### src/rtl/parity_frame_rx_pkg.sv
// parity_frame_rx_pkg: shared state encoding and default frame width
package parity_frame_rx_pkg;
    typedef enum logic [1:0] {IDLE, DATA, PAR} state_t;
    localparam int DATA_W_DEF = 8;
endpackage

### src/rtl/parity_frame_rx_par_acc.sv
// par_acc: running XOR register; clear and accumulate in one cycle loads d
module par_acc (
    input  logic clk,
    input  logic rst,
    input  logic clr,
    input  logic en,
    input  logic d,
    output logic q
);
    always_ff @(posedge clk or posedge rst)
        if (rst) q <= 1'b0;
        else     q <= (clr ? 1'b0 : q) ^ (en & d);
endmodule

### src/rtl/parity_frame_rx.sv
// parity_frame_rx: serial LSB-first frame receiver with trailing parity bit check
import parity_frame_rx_pkg::*;
module parity_frame_rx #(
    parameter int DATA_W     = DATA_W_DEF,
    parameter int PARITY_ODD = 0
) (
    input  logic              clk,
    input  logic              rst,
    input  logic              sof,
    input  logic              bit_in,
    input  logic              bit_vld,
    output logic [DATA_W-1:0] data_out,
    output logic              frame_vld,
    output logic              parity_err,
    output logic              abort,
    output logic              busy
);
    localparam int CW = $clog2(DATA_W + 1);
    state_t            state, state_nx;
    logic [CW-1:0]     cnt, cnt_nx;
    logic [DATA_W-1:0] shreg;
    logic              start, acc_clr, acc_en, acc_q, done, abort_nx;
    assign start = bit_vld & sof;
    assign busy  = state != IDLE;
    par_acc u_par_acc (
        .clk (clk),
        .rst (rst),
        .clr (acc_clr),
        .en  (acc_en),
        .d   (bit_in),
        .q   (acc_q)
    );
    // sof always wins: a new frame restarts from any state, aborting if one was open
    always_comb begin
        state_nx = state;
        cnt_nx   = cnt;
        acc_clr  = 1'b0;
        acc_en   = 1'b0;
        done     = 1'b0;
        abort_nx = 1'b0;
        if (start) begin
            state_nx = DATA;
            cnt_nx   = CW'(1);
            acc_clr  = 1'b1;
            acc_en   = 1'b1;
            abort_nx = state != IDLE;
        end else if (bit_vld && state == DATA) begin
            acc_en   = 1'b1;
            cnt_nx   = cnt + 1'b1;
            state_nx = (cnt == CW'(DATA_W - 1)) ? PAR : DATA;
        end else if (bit_vld && state == PAR) begin
            done     = 1'b1;
            acc_clr  = 1'b1;
            cnt_nx   = '0;
            state_nx = IDLE;
        end
    end
    always_ff @(posedge clk or posedge rst) begin
        if (rst) begin
            state      <= IDLE;
            cnt        <= '0;
            shreg      <= '0;
            data_out   <= '0;
            parity_err <= 1'b0;
            frame_vld  <= 1'b0;
            abort      <= 1'b0;
        end else begin
            state     <= state_nx;
            cnt       <= cnt_nx;
            frame_vld <= done;
            abort     <= abort_nx;
            if (start)
                shreg <= DATA_W'(bit_in);
            else if (bit_vld && state == DATA)
                shreg <= shreg | (DATA_W'(bit_in) << cnt);
            if (done) begin
                data_out   <= shreg;
                parity_err <= acc_q ^ bit_in ^ (PARITY_ODD != 0);
            end
        end
    end
endmodule

### config.mk
export PLATFORM = sky130hd
export DESIGN_NAME = parity_frame_rx
export DESIGN_NICKNAME = d
export VERILOG_FILES = /design/src/rtl/parity_frame_rx_pkg.sv /design/src/rtl/parity_frame_rx_par_acc.sv /design/src/rtl/parity_frame_rx.sv
export SDC_FILE = /design/constraint.sdc
export NUM_CORES = 1
export LEC_CHECK = 0
export ABC_CLOCK_PERIOD_IN_PS = 2800
export CAP_MARGIN = 20
export CORE_ASPECT_RATIO = 0.5
export CORE_MARGIN = 5
export CORE_UTILIZATION = 48
export CTS_CLUSTER_SIZE = 16
export DETAILED_ROUTE_END_ITERATION = 12
export PLACE_DENSITY = 0.71
export SLEW_MARGIN = 15
export SYNTH_ARGS = -nofsm -noshare
export SYNTH_HDL_FRONTEND = slang
export SYNTH_HIERARCHICAL = 1
export SYNTH_SLANG_ARGS = --single-unit
### constraint.sdc
create_clock -name clk -period 2.8 [get_ports clk]
set_input_delay 0.28 -clock clk [delete_from_list [all_inputs] [get_ports clk]]
set_output_delay 0.28 -clock clk [all_outputs]
set_load 0.005 [all_outputs]
# Yosys cells after proc, flatten, opt, wreduce, memory -nomap -nowiden

Cells that the tools add are included.

Add/sub/neg operators: 1
Eq/ne operators: 3
Shift-type cells: 1
Multiplexer cells: 17
Bitwise gates (word level): 5
Reductions and logical operators: 5

Operators with widths:

| cell                | number |
|---|---|
| $mux 8              | 2 |
| $mux 4              | 3 |
| $mux 1              | 8 |
| $mux 2              | 4 |
| $or 8x8->8          | 1 |
| $shl 1x4->8         | 1 |
| $add 4x1->4 const B | 1 |
| $eq 4x3->1 const B  | 1 |
| $reduce_bool 2->1   | 2 |
| $reduce_bool 3->1   | 1 |
| $and 1x1->1         | 2 |
| $eq 2x1->1 const B  | 1 |
| $eq 2x2->1 const B  | 1 |
| $logic_and 1x1->1   | 2 |
| $xor 1x1->1         | 2 |

Register bits after elaboration: 26
Input bits: 5
Output and inout port bits: 12
Word-level logic and storage cells: 40

# Depth between registers and ports, before layout

Gate-level depths: netlist of the first run.

Word-level depth: 7
Depth in mapped cells: 6

# Modules after synthesis

Netlist of the first run, hierarchy kept.

Modules (own cells, without submodules):

| module          | instances | cells an instance | area an instance (sq um) | seq. area each (sq um) |
|---|---|---|---|---|
| parity_frame_rx | 1         | 101               | 1238.7                   | 625.6 |
| par_acc         | 1         | 5                 | 55.1                     | 25.0 |

# Worst setup path before layout of the first run

Ideal clock, no wire load.

Kind: register -> register
Start: register state[0]
End: register data_out[0]
Setup time: 0.125 ns
Data arrival time: 1.222 ns
Required time: 2.675 ns
Setup slack: 1.453 ns
Cell stages (with the launch flop): 5
Cell sequence: dfrtp_1 -> buf_6 -> and4bb_1 -> buf_6 -> mux2_4

Word-level cells in the longest chain between the ends: 5
Elaborated cells between the ends (all ways): 7

RTL lines:

| item                   | RTL line              | source |
|---|---|---|
| from (decl)            | parity_frame_rx.sv:19 | `state_t state, state_nx;` |
| from (signal assigned) | parity_frame_rx.sv:68 | `state <= state_nx;` |
| $eq 2x2->1             | parity_frame_rx.sv:51 | `end else if (bit_vld && state == PAR) begin` |
| $logic_and 1x1->1      | parity_frame_rx.sv:51 |  |
| $mux 1                 | parity_frame_rx.sv:51 |  |
| $mux 1 (*)             | parity_frame_rx.sv:47 | `end else if (bit_vld && state == DATA) begin` |
| $mux 1 (*)             | parity_frame_rx.sv:41 | `if (start) begin` |
| named net done         | parity_frame_rx.sv:22 | `logic start, acc_clr, acc_en, acc_q, done, abort_nx;` |
| to (signal assigned)   | parity_frame_rx.sv:77 | `data_out <= shreg;` |
| to (decl)              | parity_frame_rx.sv:12 | `output logic [DATA_W-1:0] data_out,` |

The timed path passes the listed nets; every way through them passes the cells marked *.
A chain may end at the register's enable or synchronous reset.

# Worst setup path after layout of the first run

Start: register state[0]
End: output busy

Word-level cells in the longest chain between the ends: 1

RTL lines:

| item              | RTL line              | source |
|---|---|---|
| $reduce_bool 2->1 | parity_frame_rx.sv:24 | `assign busy = state != IDLE;` |
| to (decl)         | parity_frame_rx.sv:16 | `output logic busy` |

No other way between the ends.

==> flow_metrics.tcl, run 1 <==
set metrics [dict create \
    tns_ns 0 \
    antenna_found_initial 0 \
    dr_total_vias 889 \
    fmax_ghz 0.5291 \
    finalNetCount 130 \
    worst_slew_pin_slew_ns 0.5864 \
    period_needed_ns 1.890 \
    multi_input_comb_area_um2 568.0 \
    outcome "completed" \
    grt_pass1_vias 839 \
    power_density_nw_per_um2 699.9 \
    cts_max_path_buffers 2 \
    floorplan.initialDensity_pct 50.02 \
    cts_tree "done" \
    num_antenna_cells 0 \
    hold_path.class "in -> async" \
    period_share_pct 67.50 \
    hold_buffers 0 \
    synthTopCellsByArea "dfrtp_1, mux2_4, buf_6" \
    dieArea_um2 3897 \
    synthArstFlopShare_pct 100.0 \
    fp.coreArea_um2 2586 \
    p_leak_uw 0.0006985 \
    first_pass_iters 4 \
    synth_top_area_share_pct 50.29 \
    synthCells 106 \
    cts_resized 0 \
    worstSkewPairLatency_ns 0.27 \
    pin_count 17 \
    route.detailed.drc 0 \
    wl_per_cell_um 15.92 \
    ys_ff_latch 26 \
    syn_area_um2 1294 \
    path_clk_slew_ns 0.09 \
    layout_commonest_cell "dfrtp_1" \
    viasPerCell 5.556 \
    clock_sinks 26 \
    relSlewSlack_pct 60.91 \
    syn2layout_area_growth_pct 20.99 \
    cts.htree.levels 1 \
    crit_type "reg -> out" \
    die_y_um 46.71 \
    yosys_warnings 6 \
    ir_drop_v 0.0003945 \
    hold_viol_final 0 \
    synth_edf_count 0 \
    reg2reg_from "state[0]" \
    synthFlopType "dfrtp_1" \
    cp.arrival_ns 1.61 \
    syn_avg_cell_area_um2 12.21 \
    worst_setup_path_end_kind "primary output" \
    grt_max_degree 26 \
    synth_nets 112 \
    finClkSkew_ns 0.005269 \
    path_max_fanout 18 \
    pwr-share-seq_pct 47.6 \
    combPwrFrac_pct 23.7 \
    p_int_uw 768.5 \
    grt.overflow.total 0 \
    drv_cap 0 \
    grt_usage_pct 14.00 \
    dieWidth_um 83.42 \
    worstSetupStartpointType "register" \
    reg2reg_to "data_out[5]" \
    cts_made_buffers 3 \
    switching_power_uw 327.1 \
    mostFrequentLayoutCells "dfrtp_1, clkdlybuf4s50_1, nand2_1, inv_1, mux2_4" \
    worst_ep_required_time_ns 2.52 \
    fillerInstances 207 \
    synth_cell_type_count 40 \
    routabilityCongestion 0.8199 \
    rsz0062_at_grt "no" \
    dp_slack_ns 0.7811 \
    grt_pass1_wl_mm 4.181 \
    p_sw_share_pct 29.85 \
    maxSlewViolCount 0 \
    rows 13 \
    drtIter0Drc 62 \
    seq_area_um2 650.6 \
    setup_violations 0 \
    place_hpwl_mm 1.729 \
    placement.io_buffers 16 \
    clkPwrFrac_pct 28.6 \
    drive_above_1_share_pct 16.26 \
    reg2reg_setup_slack_ns 1.01 \
    setup_slack_ns 0.9101 \
    ant_nets 0 \
    synth-seq-area-share_pct 50.29 \
    cts_root_buf "clkbuf_8" \
    yosysTopAreaCell "dfrtp_1" \
    cts_setup_buffers 0 \
    reg2reg_depth 2 \
    totalWireLength_mm 2.547 \
]
## worst max-delay path by stage
stage	from	endpoint	slack [ns]	cells past startpoint
after global routing	state[0]	busy	0.78	2
final	state[0]	busy	0.91	2
after detailed placement	bit_vld	data_out[5]	0.78	4
after floorplan	state[0]	data_out[0]	1.45	4
after CTS	state[0]	busy	0.90	2
after global placement	bit_vld	data_out[5]	0.79	4
## cells by family (layout without fill, tap and decap cells)
kind of cell,Yosys count,after routing,synth area share [%]
compound gates,25,25,14.60
fa+ha+maj,1,1,0.9670
xor+xnor,2,2,1.354
simple gates,29,29,16.34
mux,10,10,10.64
flops,26,26,50.29
buf+inv,13,30,5.803
## critical path, cell delays in order (launching register included)
cell and delay [ns]:
dfrtp_1 0.65, or2_1 0.18, clkdlybuf4s50_1 0.50
## per-layer routing
metal	part of all wire (%)	GRT usage [%]	up-vias	wire length, µm
li1	-	-	419	-
met1	49	19.19	445	1258
met2	45	22.29	25	1150
met3	5.5	4.107	0	139
met4	0	3.846	0	0
met5	0	0	-	0
## area by class of cell
class | instances | area share (%)
multi-input combinational | 67 | 36.29
clock inverter | 1 | 1.918
clock buffer | 3 | 2.638
tap | 37 | 2.958
inverter | 7 | 1.679
timing repair buffer | 19 | 12.95
sequential | 26 | 41.57
## power by group through the flow
stage	combinational, µW	sequential [µW]	clock (µW)
floorplan	213	492	0
finish	260	522	314
global placement	246	524	0
CTS	256	520	324
detailed placement	254	528	0
global route	290	536	339
## cell usage after synthesis (3+ instances only)
cell type / instances
a21oi_1: 6
a22o_1: 3
buf_2: 3
buf_6: 3
dfrtp_1: 26
inv_1: 7
mux2_4: 7
nand2_1: 8
nor2b_1: 4
o221ai_1: 3
## per-stage QoR
stage | hold slack, ns | total power [µW] | utilization, % | instances | instance area (µm²)
2_1_floorplan | 0.008714 | 704.8 | - | 106 | 1294
5_1_grt | 0.1672 | 1165 | 60.52 | 160 | 1565
6_report | 0.1559 | 1096 | 60.52 | 160 | 1565
4_1_cts | 0.1457 | 1100 | 59.46 | 159 | 1538
3_3_place_gp | 0.4482 | 770.3 | 56.70 | 155 | 1466
3_5_place_dp | 0.4534 | 782.4 | 56.70 | 155 | 1466
## flip-flops by register name, summed over array words and instances, names as in the netlist
register	flops
data_out	8
shreg	8
cnt	4
state	2
abort	1
frame_vld	1
parity_err	1
u_par_acc/q	1
No activity file was read; power rests on OpenSTA's default activity.
==> run 2, diff against run 1 <==
--- a/config.mk
+++ b/config.mk
@@ -5,14 +5,14 @@
 export SDC_FILE = /design/constraint.sdc
 export NUM_CORES = 1
 export LEC_CHECK = 0
-export ABC_CLOCK_PERIOD_IN_PS = 2800
+export ABC_CLOCK_PERIOD_IN_PS = 1710
 export CAP_MARGIN = 20
 export CORE_ASPECT_RATIO = 0.5
 export CORE_MARGIN = 5
 export CORE_UTILIZATION = 48
 export CTS_CLUSTER_SIZE = 16
 export DETAILED_ROUTE_END_ITERATION = 12
-export PLACE_DENSITY = 0.71
+export PLACE_DENSITY = 0.74
 export SLEW_MARGIN = 15
 export SYNTH_ARGS = -nofsm -noshare
 export SYNTH_HDL_FRONTEND = slang
==> constraint.sdc (replaced) <==
create_clock -name clk -period 1.71 [get_ports clk]
set_input_delay 0.171 -clock clk [delete_from_list [all_inputs] [get_ports clk]]
set_output_delay 0.171 -clock clk [all_outputs]
set_load 0.005 [all_outputs]
==> run 2 against run 1 <==
  * Sequential share of layout area shrank 1.1 points
  * Utilization grew 1.7 points
  * Routed wire length increased by 1.4%
  * Combinational power increased by 89%
  * Non-clock buffer count up 5
  * Setup slack worse by 0.82 ns
  * Design area up 2.8%
  * Die area stayed put
  * First-iteration DRC count is 8.1% lower
  * Critical path type unchanged
  * Critical endpoint unchanged
  * Highest routed layer is now met4
==> flow_metrics.tcl, run 2 (synthesized netlist as in run 1, its figures left out) <==
set metrics [dict create \
    routabilityCongestion 0.8765 \
    syn2layout_area_growth_pct 24.37 \
    combPwrFrac_pct 27.0 \
    mostFrequentLayoutCells "dfrtp_1, clkdlybuf4s50_1, nand2_1, inv_1, mux2_4" \
    place_hpwl_mm 1.812 \
    period_share_pct 94.92 \
    pin_count 17 \
    cts_root_buf "clkbuf_8" \
    p_leak_uw 0.0007208 \
    path_max_fanout 9 \
    crit_type "reg -> out" \
    critical_path.cell_chain "or2_1, clkdlybuf4s50_1" \
    p_sw_share_pct 29.66 \
    finalNetCount 135 \
    period_needed_ns 1.623 \
    reg2reg_depth 4 \
    fillerInstances 205 \
    seq_area_um2 651.9 \
    hold_viol_final 0 \
    finClkSkew_ns 0.002039 \
    worst_ep_required_time_ns 1.54 \
    path_clk_slew_ns 0.09 \
    grt_usage_pct 14.84 \
    dpl.cell_count 160 \
    dieArea_um2 3897 \
    worst_slew_pin_slew_ns 0.3471 \
    first_pass_iters 4 \
    switching_power_uw 540.6 \
    dieWidth_um 83.42 \
    relSlewSlack_pct 76.80 \
    worst_setup_path_end_kind "primary output" \
    outcome "completed" \
    cts.htree.levels 1 \
    clock_sinks 26 \
    maxSlewViolCount 0 \
    fmax_ghz 0.6161 \
    p_int_uw 1282 \
    slowest_stage "dfrtp_1" \
    layout_commonest_cell "dfrtp_1" \
    worstSkewPairLatency_ns 0.28 \
    grt.overflow.total 0 \
    pwr-share-seq_pct 44.9 \
    rsz0062_at_grt "no" \
    drtIter0Drc 57 \
    drv_cap 0 \
    wl_per_cell_um 15.65 \
    route.detailed.drc 0 \
    grt_max_degree 26 \
    reg2reg_from "state[1]" \
    cts_max_path_buffers 2 \
    finalPower_uw 1822 \
    cts_tree "done" \
    clkPwrFrac_pct 28.1 \
    tns_ns 0 \
    worstSetupStartpointType "register" \
    ant_nets 0 \
    hold_path.class "in -> async" \
    power_density_nw_per_um2 1133 \
    placement.io_buffers 16 \
    floorplan.initialDensity_pct 50.02 \
    cp.arrival_ns 1.45 \
    cts_made_buffers 3 \
    dr_total_vias 913 \
    grt_pass1_vias 925 \
    num_antenna_cells 0 \
    multi_input_comb_area_um2 568.0 \
    setup_violations 0 \
    antenna_found_initial 0 \
    fp.coreArea_um2 2586 \
    viasPerCell 5.533 \
    drive_above_1_share_pct 20.31 \
    grt_pass1_wl_mm 4.416 \
    die_y_um 46.71 \
    reg2reg_setup_slack_ns 0.25 \
    reg2reg_to "shreg[7]" \
    hold_buffers 0 \
    fin_cells 165 \
    ir_drop_v 0.0005487 \
    largestRegisters "data_out (8), shreg (8), cnt (4)" \
    rows 13 \
    totalWireLength_mm 2.583 \
    cpPeakStageDelay_ns 0.47 \
]
-- run 2: worst max path at each step --
stage / startpoint / to / slack [ns] / cells after the start
after CTS: state[1] / busy / 0.03 / 2
after floorplan: state[0] / data_out[0] / 0.36 / 4
final: state[0] / busy / 0.09 / 2
after global placement: bit_vld / shreg[5] / 0.15 / 5
after global routing: state[0] / busy / 0.02 / 2
after detailed placement: bit_vld / shreg[7] / 0.11 / 5
-- run 2: power by group through the flow --
stage                     logic (µW)  clock network (µW)  registers, µW
after floorplan                  349                   0            805
after global placement           461                   0            831
after detailed placement         478                   0            840
after CTS                        481                 526            827
after global routing             549                 556            833
final                            492                 512            819
-- run 2: what timing repair did --
item,CTS,global route
pin swaps,0,0
endpoints found under the setup margin,1,1
endpoints found under the hold margin,0,0
gates resized for setup,1,0
setup buffers,0,1
-- run 2: metrics by stage --
step / setup slack [ns] / utilization [%] / hold WS (ns) / area [µm²]
after global placement: 0.1520 / 59.12 / 0.3365 / 1529
after floorplan: 0.3628 / - / -0.1003 / 1294
after global routing: 0.02319 / 62.22 / 0.03339 / 1609
after detailed placement: 0.1099 / 59.12 / 0.3397 / 1529
after CTS: 0.03042 / 61.93 / 0.03366 / 1602
final: 0.08695 / 62.22 / 0.04161 / 1609
-- run 2: metal layers --
layer	wire, µm	vias to the layer above	part of all wire [%]	track usage, %
met3	91	5	3.5	3.750
met1	1267	466	49	19.08
li1	-	424	-	-
met5	0	-	0	0
met2	1177	18	46	23.57
met4	46	0	1.8	8.974
-- run 2: cell type report --
cell class | instances | area share (%)
sequential | 26 | 40.51
multi-input combinational | 67 | 35.30
timing repair buffer | 24 | 15.24
tap | 37 | 2.877
clock buffer | 3 | 2.566
clock inverter | 1 | 1.866
inverter | 7 | 1.633
-- run 2: critical path: cells and delay by family (launching register included) --
family                 cells  cell delay (ns)
flip-flops                 1             0.47
AND/OR/NAND/NOR            1             0.25
buffers and inverters      1             0.45
